File: src/rtl/mips_pkg.sv
// Shared MIPS pipeline constants: ALU control codes, ALUOp encodings, funct values, EX bus bit indices.
// Shift codes exist only when SEG_EXECUTE_SHIFT_EN is defined.
package mips_pkg;

    localparam logic [3:0] ALU_AND     = 4'b0000;
    localparam logic [3:0] ALU_OR      = 4'b0001;
    localparam logic [3:0] ALU_ADD     = 4'b0010;
    localparam logic [3:0] ALU_XOR     = 4'b0011;
    localparam logic [3:0] ALU_SUB     = 4'b0110;
    localparam logic [3:0] ALU_SLT     = 4'b0111;
    localparam logic [3:0] ALU_SLTU    = 4'b1000;
    localparam logic [3:0] ALU_NOR     = 4'b1100;
    localparam logic [3:0] ALU_INVALID = 4'b1111;

    localparam logic [1:0] ALUOP_LWSW   = 2'b00;
    localparam logic [1:0] ALUOP_BRANCH = 2'b01;
    localparam logic [1:0] ALUOP_RTYPE  = 2'b10;
    localparam logic [1:0] ALUOP_IMM    = 2'b11;

    localparam logic [5:0] FUNCT_ADD  = 6'b100000;
    localparam logic [5:0] FUNCT_ADDU = 6'b100001;
    localparam logic [5:0] FUNCT_SUB  = 6'b100010;
    localparam logic [5:0] FUNCT_SUBU = 6'b100011;
    localparam logic [5:0] FUNCT_AND  = 6'b100100;
    localparam logic [5:0] FUNCT_OR   = 6'b100101;
    localparam logic [5:0] FUNCT_XOR  = 6'b100110;
    localparam logic [5:0] FUNCT_NOR  = 6'b100111;
    localparam logic [5:0] FUNCT_SLT  = 6'b101010;
    localparam logic [5:0] FUNCT_SLTU = 6'b101011;

`ifdef SEG_EXECUTE_SHIFT_EN
    localparam logic [3:0] ALU_SLL = 4'b0100;
    localparam logic [3:0] ALU_SRL = 4'b0101;
    localparam logic [3:0] ALU_SRA = 4'b1001;

    localparam logic [5:0] FUNCT_SLL = 6'b000000;
    localparam logic [5:0] FUNCT_SRL = 6'b000010;
    localparam logic [5:0] FUNCT_SRA = 6'b000011;
`endif

    localparam int EX_REGDST   = 3;
    localparam int EX_ALUOP_HI = 2;
    localparam int EX_ALUOP_LO = 1;
    localparam int EX_ALUSRC   = 0;

endpackage

File: src/rtl/seg_execute_alu_ctrl.sv
// ALU control decoder: ALUOp plus funct to internal ALU control code (combinational).
// SEG_EXECUTE_SHIFT_EN adds the SLL/SRL/SRA funct decodes.
module seg_execute_alu_ctrl
    import mips_pkg::*;
#(
    parameter int NB_ALUOP  = 2,
    parameter int NB_ALUCTL = 4,
    parameter int NB_FUNC   = 6
) (
    input  logic [NB_ALUOP-1:0]  i_alu_op,
    input  logic [NB_FUNC-1:0]   i_funct,
    output logic [NB_ALUCTL-1:0] o_alu_ctl
);

    // Decode ALUOp first; only R-type consults funct.
    always_comb begin
        o_alu_ctl = NB_ALUCTL'(ALU_INVALID);
        case (i_alu_op)
            ALUOP_LWSW,
            ALUOP_IMM:    o_alu_ctl = NB_ALUCTL'(ALU_ADD);
            ALUOP_BRANCH: o_alu_ctl = NB_ALUCTL'(ALU_SUB);
            ALUOP_RTYPE: begin
                case (i_funct)
                    FUNCT_ADD,
                    FUNCT_ADDU: o_alu_ctl = NB_ALUCTL'(ALU_ADD);
                    FUNCT_SUB,
                    FUNCT_SUBU: o_alu_ctl = NB_ALUCTL'(ALU_SUB);
                    FUNCT_AND:  o_alu_ctl = NB_ALUCTL'(ALU_AND);
                    FUNCT_OR:   o_alu_ctl = NB_ALUCTL'(ALU_OR);
                    FUNCT_XOR:  o_alu_ctl = NB_ALUCTL'(ALU_XOR);
                    FUNCT_NOR:  o_alu_ctl = NB_ALUCTL'(ALU_NOR);
                    FUNCT_SLT:  o_alu_ctl = NB_ALUCTL'(ALU_SLT);
                    FUNCT_SLTU: o_alu_ctl = NB_ALUCTL'(ALU_SLTU);
`ifdef SEG_EXECUTE_SHIFT_EN
                    FUNCT_SLL:  o_alu_ctl = NB_ALUCTL'(ALU_SLL);
                    FUNCT_SRL:  o_alu_ctl = NB_ALUCTL'(ALU_SRL);
                    FUNCT_SRA:  o_alu_ctl = NB_ALUCTL'(ALU_SRA);
`endif
                    default:    o_alu_ctl = NB_ALUCTL'(ALU_INVALID);
                endcase
            end
            default:      o_alu_ctl = NB_ALUCTL'(ALU_INVALID);
        endcase
    end

endmodule

File: src/rtl/seg_execute.sv
// MIPS EX stage with EX/MEM pipeline register: ALU, zero flag, branch target, destination select.
// Define SEG_EXECUTE_SHIFT_EN to enable SLL/SRL/SRA on operand B by instruction[10:6].
module seg_execute
    import mips_pkg::*;
#(
    parameter int LEN        = 32,
    parameter int NB_ALUOP   = 2,
    parameter int NB_ALUCTL  = 4,
    parameter int NB_ADDR    = 5,
    parameter int NB_FUNC    = 6,
    parameter int NB_CTRL_WB = 2,
    parameter int NB_CTRL_M  = 3,
    parameter int NB_CTRL_EX = 4
) (
    input  logic                  i_clk,
    input  logic                  i_rst,
    input  logic [LEN-1:0]        i_PC,
    input  logic [LEN-1:0]        i_read_data_1,
    input  logic [LEN-1:0]        i_read_data_2,
    input  logic [LEN-1:0]        i_addr_ext,
    input  logic [NB_ADDR-1:0]    i_rt,
    input  logic [NB_ADDR-1:0]    i_rd,
    input  logic [NB_CTRL_WB-1:0] i_ctrl_wb_bus,
    input  logic [NB_CTRL_M-1:0]  i_ctrl_mem_bus,
    input  logic [NB_CTRL_EX-1:0] i_ctrl_exc_bus,
    output logic [LEN-1:0]        o_PC_branch,
    output logic [LEN-1:0]        o_ALU_result,
    output logic [LEN-1:0]        o_write_data,
    output logic [NB_ADDR-1:0]    o_write_register,
    output logic                  o_ALU_zero,
    output logic [NB_CTRL_WB-1:0] o_ctrl_wb_bus,
    output logic [NB_CTRL_M-1:0]  o_ctrl_mem_bus
);

    logic [NB_ALUCTL-1:0] alu_ctl_s;
    logic [NB_ALUOP-1:0]  alu_op_s;
    logic [LEN-1:0]       op_a_s;
    logic [LEN-1:0]       op_b_s;
    logic [LEN-1:0]       alu_res_s;
`ifdef SEG_EXECUTE_SHIFT_EN
    logic [4:0]           shamt_s;
    assign shamt_s = i_addr_ext[10:6];
`endif

    logic [LEN-1:0]        pc_branch_d,  pc_branch_q;
    logic [LEN-1:0]        alu_result_d, alu_result_q;
    logic [LEN-1:0]        write_data_d, write_data_q;
    logic [NB_ADDR-1:0]    write_reg_d,  write_reg_q;
    logic                  alu_zero_d,   alu_zero_q;
    logic [NB_CTRL_WB-1:0] ctrl_wb_d,    ctrl_wb_q;
    logic [NB_CTRL_M-1:0]  ctrl_mem_d,   ctrl_mem_q;

    assign alu_op_s = i_ctrl_exc_bus[EX_ALUOP_HI:EX_ALUOP_LO];
    assign op_a_s   = i_read_data_1;
    assign op_b_s   = i_ctrl_exc_bus[EX_ALUSRC] ? i_addr_ext : i_read_data_2;

    seg_execute_alu_ctrl #(
        .NB_ALUOP  (NB_ALUOP),
        .NB_ALUCTL (NB_ALUCTL),
        .NB_FUNC   (NB_FUNC)
    ) u_alu_ctrl (
        .i_alu_op  (alu_op_s),
        .i_funct   (i_addr_ext[NB_FUNC-1:0]),
        .o_alu_ctl (alu_ctl_s)
    );

    // ALU datapath; arithmetic wraps, invalid codes produce zero.
    always_comb begin
        alu_res_s = {LEN{1'b0}};
        case (alu_ctl_s)
            NB_ALUCTL'(ALU_AND):  alu_res_s = op_a_s & op_b_s;
            NB_ALUCTL'(ALU_OR):   alu_res_s = op_a_s | op_b_s;
            NB_ALUCTL'(ALU_ADD):  alu_res_s = op_a_s + op_b_s;
            NB_ALUCTL'(ALU_XOR):  alu_res_s = op_a_s ^ op_b_s;
            NB_ALUCTL'(ALU_SUB):  alu_res_s = op_a_s - op_b_s;
            NB_ALUCTL'(ALU_SLT):  alu_res_s = {{(LEN-1){1'b0}}, ($signed(op_a_s) < $signed(op_b_s))};
            NB_ALUCTL'(ALU_SLTU): alu_res_s = {{(LEN-1){1'b0}}, (op_a_s < op_b_s)};
            NB_ALUCTL'(ALU_NOR):  alu_res_s = ~(op_a_s | op_b_s);
`ifdef SEG_EXECUTE_SHIFT_EN
            NB_ALUCTL'(ALU_SLL):  alu_res_s = op_b_s << shamt_s;
            NB_ALUCTL'(ALU_SRL):  alu_res_s = op_b_s >> shamt_s;
            NB_ALUCTL'(ALU_SRA):  alu_res_s = LEN'($signed(op_b_s) >>> shamt_s);
`endif
            default:              alu_res_s = {LEN{1'b0}};
        endcase
    end

    assign alu_result_d = alu_res_s;
    assign alu_zero_d   = (alu_res_s == {LEN{1'b0}});
    assign pc_branch_d  = i_PC + {i_addr_ext[LEN-3:0], 2'b00};
    assign write_reg_d  = i_ctrl_exc_bus[EX_REGDST] ? i_rd : i_rt;
    assign write_data_d = i_read_data_2;
    assign ctrl_wb_d    = i_ctrl_wb_bus;
    assign ctrl_mem_d   = i_ctrl_mem_bus;

    // EX/MEM pipeline register.
    always_ff @(posedge i_clk or negedge i_rst) begin
        if (!i_rst) begin
            pc_branch_q  <= {LEN{1'b0}};
            alu_result_q <= {LEN{1'b0}};
            write_data_q <= {LEN{1'b0}};
            write_reg_q  <= {NB_ADDR{1'b0}};
            alu_zero_q   <= 1'b0;
            ctrl_wb_q    <= {NB_CTRL_WB{1'b0}};
            ctrl_mem_q   <= {NB_CTRL_M{1'b0}};
        end else begin
            pc_branch_q  <= pc_branch_d;
            alu_result_q <= alu_result_d;
            write_data_q <= write_data_d;
            write_reg_q  <= write_reg_d;
            alu_zero_q   <= alu_zero_d;
            ctrl_wb_q    <= ctrl_wb_d;
            ctrl_mem_q   <= ctrl_mem_d;
        end
    end

    assign o_PC_branch      = pc_branch_q;
    assign o_ALU_result     = alu_result_q;
    assign o_write_data     = write_data_q;
    assign o_write_register = write_reg_q;
    assign o_ALU_zero       = alu_zero_q;
    assign o_ctrl_wb_bus    = ctrl_wb_q;
    assign o_ctrl_mem_bus   = ctrl_mem_q;

endmodule

File: config.mk
export PLATFORM = sky130hd
export DESIGN_NAME = seg_execute
export DESIGN_NICKNAME = d
export VERILOG_FILES = /design/src/rtl/mips_pkg.sv /design/src/rtl/seg_execute_alu_ctrl.sv /design/src/rtl/seg_execute.sv
export SDC_FILE = /design/constraint.sdc
export NUM_CORES = 1
export LEC_CHECK = 0
export CAP_MARGIN = 20
export CORE_MARGIN = 2
export CORE_UTILIZATION = 28
export DETAILED_ROUTE_END_ITERATION = 7
export DONT_BUFFER_PORTS = 1
export SYNTH_ARGS = -nofsm -noshare
export SYNTH_HDL_FRONTEND = slang
export SYNTH_SLANG_ARGS = --single-unit
File: constraint.sdc
create_clock -name i_clk -period 0.81 [get_ports i_clk]
set_input_delay 0.162 -clock i_clk [delete_from_list [all_inputs] [get_ports i_clk]]
set_output_delay 0.162 -clock i_clk [all_outputs]
set_load 0.03 [all_outputs]
==> results.json, run 1 <==
{
  "hold_viol_final": 112,
  "final_area_um2": 17100,
  "switching_share": 0.400,
  "layout_setup_ws_ns": -2.62,
  "tritoncts": "built",
  "fmax_mhz": 292,
  "post_drt_wl_per_cell_um": 21.0,
  "period_needed_ns": 3.43,
  "p_leak_nw": 7.84,
  "num_rows": 70,
  "synth_ff_type": "dfrtp_1",
  "seqCellArea_um2": 2770,
  "critPathRequiredTime_ns": 1.08,
  "multi_input_area_um2": 8320,
  "ant_nets": 0,
  "cp-start-kind": "input pin",
  "io_buffer_count": 0,
  "grt_max_degree": 108,
  "viasPerCell": 5.32,
  "end_kind": "flop",
  "dieArea_um2": 38100,
  "vias": 11689,
  "place_area_um2": 14500,
  "synth_most_common_cell": "ha_1",
  "drtPass1Iterations": 5,
  "synth_nets": 1517,
  "grt.total_usage": 0.236,
  "clk_pin_slew_worst_paths_ns": 0.09,
  "power_frac_comb": 0.550,
  "gp_congestion": 0.954,
  "overflow": 0,
  "antenna_found_initial": 0,
  "maxSlewViolCount": 0,
  "yosysSeqAreaShare": 0.262,
  "area_growth_pct": 67.1,
  "clkPwrFrac": 0.166,
  "clock_path_buffers": 2,
  "p_seq_frac": 0.284,
  "cts_num_sinks": 107,
  "die_y_um": 195,
  "finalCritPeriodShare": 4.23,
  "antennaDiodeCount": 0,
  "power_density_nw_per_um2": 1590,
  "cts-root-buf": "clkbuf_16",
  "status": "complete, but fails checks",
  "yosysTopAreaCell": "dfrtp_1",
  "dieWidth_um": 195,
  "drcViolationCount": 0,
  "final_util": 0.472,
  "p_sw_mw": 10.9,
  "violations": "negative hold slack, negative setup slack",
  "htreeDepth": 3,
  "hold_slack_ns": -0.536,
  "total_power_mw": 27.2,
  "syn-cell-area_um2": 10200,
  "drt_wl_total_um": 46100,
  "ys_async_sr_fraction": 1.00,
  "core_area_um2": 36300,
  "avgSynthCellArea_um2": 8.28,
  "maxCapViolCount": 0,
  "critPathKind": "in -> reg",
  "cp.arrival_ns": 3.70,
  "final.fill_count": 3355,
  "ios": 256,
  "post-place-ws_ns": -3.27,
  "worst_pin_slew_ns": 0.548,
  "setup_tns_ns": -102.65,
  "cts_buffers": 9,
  "placed_cells": 2078,
  "start_util": 0.282,
  "grt_pass1_vias": 11813,
  "setup_viol": 166,
  "synthCells": 1236,
  "synth_common_cells": "ha_1, inv_1, dfrtp_1, a21oi_1, nor2_1",
  "min_path_type": "in -> async",
  "cts.hold.buffers_added": 50,
  "grt_pass1_wl_um": 69600,
  "synth_edf_count": 0,
  "dp_hpwl_um": 35500,
  "rsz0062_at_grt": "yes",
  "final_cell_count_no_fill": 2196,
  "cp_max_fo": 32,
  "internal-power_mw": 16.3,
  "final_nets": 2004,
  "relSlewSlack": 0.631,
  "ys_seq_elements": 107,
  "vdd_drop_max_uv": 1030,
  "final_layout_size_suffix_gt1_frac": 0.456,
  "yosys.area.top_type_share": 0.262,
  "synth_cell_type_count": 77,
  "drt_iter0_drc": 693,
  "synth_area_leaders": "dfrtp_1, ha_1, a21oi_1",
  "yosysWarnings": 0
}
how the worst max path moves through the flow:
stage                       from              endpoint  slack (ns)
6_report       i_ctrl_exc_bus[0]  o_ALU_zero$_DFF_PN0_       -2.62
3_3_place_gp   i_ctrl_exc_bus[0]  o_ALU_zero$_DFF_PN0_       -3.27
4_1_cts        i_ctrl_exc_bus[0]  o_ALU_zero$_DFF_PN0_       -2.55
3_5_place_dp   i_ctrl_exc_bus[0]  o_ALU_zero$_DFF_PN0_       -3.27
5_1_grt        i_ctrl_exc_bus[0]  o_ALU_zero$_DFF_PN0_       -2.69
2_1_floorplan  i_ctrl_exc_bus[0]  o_ALU_zero$_DFF_PN0_       -2.99
repair_timing:
| action | in CTS | in global routing |
|---|---|---|
| endpoints found under the setup margin | 165 | 166 |
| gates resized for setup | 282 | 92 |
| endpoints found under the hold margin | 152 | 112 |
| setup buffers | 54 | 30 |
| pin swaps | 78 | 72 |
placed cells by master (no fill, tap or decap), types with 12 or more instances in the layout:
| cell type | n |
|---|---|
| nor2_1 | 88 |
| nand3_1 | 25 |
| dfrtp_1 | 31 |
| ha_1 | 110 |
| nand2_1 | 79 |
| inv_1 | 100 |
| o21a_1 | 14 |
| a21oi_1 | 80 |
| buf_4 | 399 |
| o21ai_1 | 22 |
| mux2i_1 | 21 |
| dfrtp_2 | 76 |
| dlygate4sd3_1 | 50 |
| a21o_1 | 33 |
| xnor2_1 | 24 |
| o21ai_0 | 38 |
| ha_4 | 12 |
| a21oi_2 | 22 |
| a221oi_1 | 15 |
| nor3_1 | 23 |
| buf_6 | 42 |
| o211ai_1 | 18 |
| nand2b_1 | 18 |
| buf_12 | 36 |
power by group through the flow:
stage               registers [mW]  clock network, mW  logic, mW
finish                        7.72               4.50       14.9
global route                  7.79               4.79       15.9
CTS                           7.73               4.61       14.2
detailed placement            7.73                  0       12.4
global placement              7.73                  0       12.3
floorplan                     8.16                  0       5.38
layer usage:
metal  vias to the layer above  global-route usage  wire length [um]
li1                       5491                   -                 -
met1                      5676               0.292             19200
met2                       439               0.405             22300
met3                        83              0.0468              3010
met4                         0              0.0868              1570
met5                         -                   0                 0
layout make-up:
type | count | area share
flip-flops and latches | 107 | 0.162
repair buffers | 529 | 0.276
well taps | 468 | 0.0342
inverters | 108 | 0.0244
clock buffers | 11 | 0.0148
multi-input cells | 968 | 0.486
clock inverters | 5 | 0.00205
registers in the layout, indices dropped and copies added, names as in the netlist:
name              cells
o_ctrl_mem_bus        3
o_write_data         32
o_ctrl_wb_bus         2
o_ALU_zero            1
o_write_register      5
o_PC_branch          32
o_ALU_result         32
cells by family (layout without fill, tap and decap cells):
| group | count (synthesis) | in the layout | share of synthesized area |
|---|---|---|---|
| muxes | 43 | 43 | 0.0429 |
| buffers and inverters | 161 | 653 | 0.0619 |
| AOI/OAI and AO/OA | 407 | 407 | 0.271 |
| adders and majority gates | 132 | 132 | 0.164 |
| DFF | 107 | 107 | 0.262 |
| xor gates and xnor gates | 34 | 34 | 0.0291 |
| and+or+nand+nor | 352 | 352 | 0.170 |
critical path, cell delays in order:
cell and delay [ns]:
mux2i_4 0.24, inv_2 0.08, ha_4 0.17, fa_2 0.37
o21bai_4 0.19, o2111ai_4 0.13, a32oi_2 0.28, buf_4 0.16
a221oi_4 0.08, o2111ai_2 0.22, a41oi_2 0.16, nor3_2 0.14
mux2_1 0.33, a211o_1 0.29, or4_4 0.42, nor4_2 0.25
Note: power is estimated with default switching activity, not from simulation.
==> inputs of run 2 (changes only) <==
--- a/config.mk
+++ b/config.mk
@@ -10,6 +10,7 @@
 export CORE_UTILIZATION = 28
 export DETAILED_ROUTE_END_ITERATION = 7
 export DONT_BUFFER_PORTS = 1
+export REMOVE_ABC_BUFFERS = 1
 export SYNTH_ARGS = -nofsm -noshare
 export SYNTH_HDL_FRONTEND = slang
 export SYNTH_SLANG_ARGS = --single-unit
==> run 2 against run 1 <==
Net effect: via count about the same; utilization decreased by 0.55 points; first-iteration DRC count grew 33%; the flow still finishes with violations (negative hold slack, negative setup slack); setup slack got worse by 0.089 ns; combinational power shrank 5%; fmax down 2.5%.
==> results.json, run 2 (same netlist as run 1, synthesis figures left out) <==
{
  "antenna_found_initial": 0,
  "cts_buffers": 9,
  "cts.hold.buffers_added": 51,
  "switching_share": 0.400,
  "critPathRequiredTime_ns": 1.10,
  "post-place-ws_ns": -3.61,
  "final_util": 0.466,
  "layout_setup_ws_ns": -2.71,
  "relSlewSlack": 0.526,
  "vdd_drop_max_uv": 920,
  "ios": 256,
  "setup_viol": 166,
  "post_drt_wl_per_cell_um": 20.5,
  "dieWidth_um": 195,
  "drt_iter0_drc": 924,
  "hold_slack_ns": -0.532,
  "drcViolationCount": 0,
  "end_kind": "flop",
  "maxCapViolCount": 0,
  "finalCritPeriodShare": 4.34,
  "dp_hpwl_um": 34700,
  "status": "complete, but fails checks",
  "p_seq_frac": 0.294,
  "cp-start-kind": "input pin",
  "tritoncts": "built",
  "p_leak_nw": 7.84,
  "final_layout_size_suffix_gt1_frac": 0.450,
  "cp_num_buf_inv": 3,
  "antennaDiodeCount": 0,
  "cts-root-buf": "clkbuf_16",
  "crit_slowest_cell": "or4_4",
  "critPathKind": "in -> reg",
  "min_path_type": "in -> async",
  "drt_wl_total_um": 45100,
  "hold_viol_final": 112,
  "ant_nets": 0,
  "grt.total_usage": 0.231,
  "die_y_um": 195,
  "grt_pass1_wl_um": 68600,
  "overflow": 0,
  "vias": 11697,
  "cp_max_fo": 32,
  "final_nets": 2004,
  "grt_pass1_vias": 11888,
  "slowest_delay_ns": 0.52,
  "area_growth_pct": 65.1,
  "power_density_nw_per_um2": 1590,
  "crit_family": "simple AND/OR/NAND/NOR gates",
  "internal-power_mw": 16.1,
  "p_sw_mw": 10.7,
  "place_area_um2": 14100,
  "final_common_cell": "buf_4",
  "total_power_mw": 26.8,
  "period_needed_ns": 3.52,
  "gp_congestion": 0.989,
  "num_rows": 70,
  "start_util": 0.282,
  "layout_common_cells": "buf_4, ha_1, inv_1",
  "violations": "negative hold slack, negative setup slack",
  "setup_tns_ns": -105.94,
  "viasPerCell": 5.33,
  "drtPass1Iterations": 5,
  "path_cells": "mux2i_4 -> inv_2 -> ha_4 -> inv_1 -> fa_2 -> nor2b_4 -> o31ai_2 -> buf_4 -> a21oi_4 -> nand4_1 -> a221o_1 -> a21o_1 -> or3_1 -> or4_4 -> nor4_4 -> nand4b_1 -> nor4_2",
  "power_frac_comb": 0.530,
  "dieArea_um2": 38100,
  "clkPwrFrac": 0.176,
  "final_cell_count_no_fill": 2196,
  "worstSetupPathDepth": 17,
  "grt_max_degree": 108,
  "placed_cells": 2070,
  "maxSlewViolCount": 0,
  "core_area_um2": 36300,
  "clock_path_buffers": 2,
  "final_area_um2": 16900,
  "fmax_mhz": 284,
  "cts_num_sinks": 107,
  "worst_pin_slew_ns": 0.711,
  "clk_pin_slew_worst_paths_ns": 0.09,
  "cp.arrival_ns": 3.81,
  "htreeDepth": 3,
  "rsz0062_at_grt": "yes",
  "io_buffer_count": 0
}
run 2: cell type report:
class	count	area, um2
Multi-Input combinational cell	968	8110
Tap cell	468	586
Clock inverter	6	71.3
Clock buffer	10	229
Fill cell	3333	19400
Inverter	108	415
Sequential cell	107	2780
Timing Repair Buffer	529	4710
run 2: worst max-delay path by stage:
stage | end | startpoint | slack [ns]
floorplan | o_ALU_zero$_DFF_PN0_ | i_ctrl_exc_bus[1] | -4.15
global placement | o_ALU_zero$_DFF_PN0_ | i_ctrl_exc_bus[0] | -3.58
detailed placement | o_ALU_zero$_DFF_PN0_ | i_ctrl_exc_bus[0] | -3.61
CTS | o_ALU_zero$_DFF_PN0_ | i_ctrl_exc_bus[0] | -2.61
global route | o_ALU_zero$_DFF_PN0_ | i_ctrl_exc_bus[0] | -2.78
finish | o_ALU_zero$_DFF_PN0_ | i_ctrl_exc_bus[0] | -2.71
run 2: timing repair:
action	in CTS	in global routing
gates resized for setup	301	126
gates cloned	0	0
buffers inserted	65	23
pin swaps	100	72
setup endpoints to repair	166	167
endpoints found under the hold margin	153	112
run 2: power by group through the flow:
stage	logic, mW	clock network [mW]	registers, mW
3_3_place_gp	11.5	0	7.87
2_1_floorplan	4.96	0	8.16
5_1_grt	15.1	4.99	7.96
4_1_cts	13.6	4.86	7.83
6_report	14.2	4.71	7.89
3_5_place_dp	11.5	0	7.88
run 2: layer usage:
metal,wire (um),up-vias,track usage
met5,0,-,0
met4,1450,0,0.0786
met3,3250,88,0.0432
met2,21200,482,0.387
met1,19200,5641,0.297
li1,-,5486,-
==> inputs of run 3 (changes only) <==
--- a/config.mk
+++ b/config.mk
@@ -7,7 +7,7 @@
 export LEC_CHECK = 0
 export CAP_MARGIN = 20
 export CORE_MARGIN = 2
-export CORE_UTILIZATION = 28
+export CORE_UTILIZATION = 50
 export DETAILED_ROUTE_END_ITERATION = 7
 export DONT_BUFFER_PORTS = 1
 export REMOVE_ABC_BUFFERS = 1
==> run 3 against run 2 <==
Net effect: the run still ends with negative hold slack, negative setup slack left; largest cell class unchanged; critical path type unchanged; first-iteration DRC count grew 42%; fmax is essentially flat; via count grew 7.9%; sequential power grew 6.5%; utilization grew 34 points; global-route usage grew 19 points.
==> results.json, run 3 (same netlist as run 1, synthesis figures left out) <==
{
  "drt_iter0_drc": 1311,
  "relSlewSlack": 0.567,
  "critPathKind": "in -> reg",
  "cp.arrival_ns": 3.79,
  "total_power_mw": 25.9,
  "drt_wl_total_um": 50300,
  "ios": 256,
  "critPathRequiredTime_ns": 1.09,
  "final.fill_count": 1269,
  "crit_slowest_cell": "or4_4",
  "hold_slack_ns": -0.521,
  "grt_pass1_wl_um": 69900,
  "path_cells": "mux2i_4 -> inv_2 -> ha_4 -> fa_2 -> o21bai_4 -> o2111ai_4 -> a32oi_4 -> buf_4 -> buf_6 -> buf_4 -> o221ai_2 -> a21o_1 -> or3_1 -> or4_4 -> nor4_4 -> nand4b_1 -> nor4_2",
  "worst_pin_slew_ns": 0.632,
  "htreeDepth": 3,
  "drcViolationCount": 0,
  "violations": "negative hold slack, negative setup slack",
  "final_cell_count_no_fill": 1970,
  "dieWidth_um": 147,
  "vdd_drop_max_uv": 1260,
  "hold_viol_final": 111,
  "status": "complete, but fails checks",
  "dp_hpwl_um": 32500,
  "layout_common_cells": "buf_4, ha_1, dfrtp_2",
  "maxSlewViolCount": 0,
  "area_growth_pct": 58.6,
  "place_area_um2": 13500,
  "cp_num_buf_inv": 4,
  "setup_tns_ns": -106.52,
  "final_area_um2": 16200,
  "final_util": 0.805,
  "cp-start-kind": "input pin",
  "dieArea_um2": 21600,
  "viasPerCell": 6.41,
  "start_util": 0.507,
  "cts_num_sinks": 107,
  "tritoncts": "built",
  "finalCritPeriodShare": 4.34,
  "post-place-ws_ns": -3.49,
  "final_layout_size_suffix_gt1_frac": 0.456,
  "layout_setup_ws_ns": -2.70,
  "worst_path_most_repeated_cell": "buf_4",
  "placed_cells": 1859,
  "fmax_mhz": 285,
  "vias": 12621,
  "die_y_um": 147,
  "crit_family": "simple AND/OR/NAND/NOR gates",
  "clk_pin_slew_worst_paths_ns": 0.09,
  "p_leak_nw": 7.57,
  "cp_max_fo": 32,
  "io_buffer_count": 0,
  "drtPass1Iterations": 6,
  "grt.total_usage": 0.418,
  "post_drt_wl_per_cell_um": 25.5,
  "grt_max_degree": 108,
  "period_needed_ns": 3.51,
  "clock_path_buffers": 2,
  "core_area_um2": 20200,
  "final_nets": 1973,
  "ant_nets": 0,
  "maxCapViolCount": 0,
  "setup_viol": 168,
  "power_density_nw_per_um2": 1600,
  "grt_pass1_vias": 12299,
  "overflow": 0,
  "num_rows": 52,
  "rsz0062_at_grt": "yes",
  "antenna_found_initial": 3,
  "cts.hold.buffers_added": 50,
  "end_kind": "flop",
  "cts_buffers": 9,
  "gp_congestion": 1.01,
  "min_path_type": "in -> async",
  "slowest_delay_ns": 0.51,
  "cts-root-buf": "clkbuf_16",
  "final_common_cell": "buf_4"
}
## run 3: repair_timing
item,in CTS,in global routing
buffers inserted,52,25
endpoints found under the hold margin,152,112
endpoints found under the setup margin,166,168
pin swaps,124,76
gates resized for setup,352,73
## run 3: layout make-up
type / instances / area, um2 / area share
inverter: 108 / 413 / 0.0254
multi-input combinational: 968 / 8240 / 0.508
clock inverter: 6 / 55.1 / 0.00339
sequential: 107 / 2810 / 0.173
timing repair buffer: 498 / 4150 / 0.256
tap: 270 / 338 / 0.0208
clock buffer: 10 / 229 / 0.0141
antenna: 3 / 7.51 / 0.000462
## run 3: worst paths after layout
check / from / end / cells past startpoint
setup / recovery: i_ctrl_exc_bus[0] / o_ALU_zero$_DFF_PN0_ / 17
min in group i_clk: i_ctrl_exc_bus[3] / o_write_register[2]$_DFF_PN0_ / 1
max in group asynchronous: i_rst / o_ALU_result[2]$_DFF_PN0_ / 0
hold / removal: i_rst / o_ALU_result[13]$_DFF_PN0_ / 0
## run 3: where the power goes
part           total, mW  switching [mW]  internal (mW)
clock               4.61            2.44           2.16
combinational       12.9            6.59           6.32
sequential          8.40            2.09           6.31
## run 3: layer usage
| layer | routed length (um) | share of wire | vias up | GRT usage |
|---|---|---|---|---|
| li1 | - | - | 5421 | - |
| met1 | 18200 | 0.36 | 6106 | 0.510 |
| met2 | 23200 | 0.46 | 844 | 0.711 |
| met3 | 5410 | 0.11 | 250 | 0.0826 |
| met4 | 3490 | 0.069 | 0 | 0.197 |
| met5 | 0 | 0 | - | 0 |
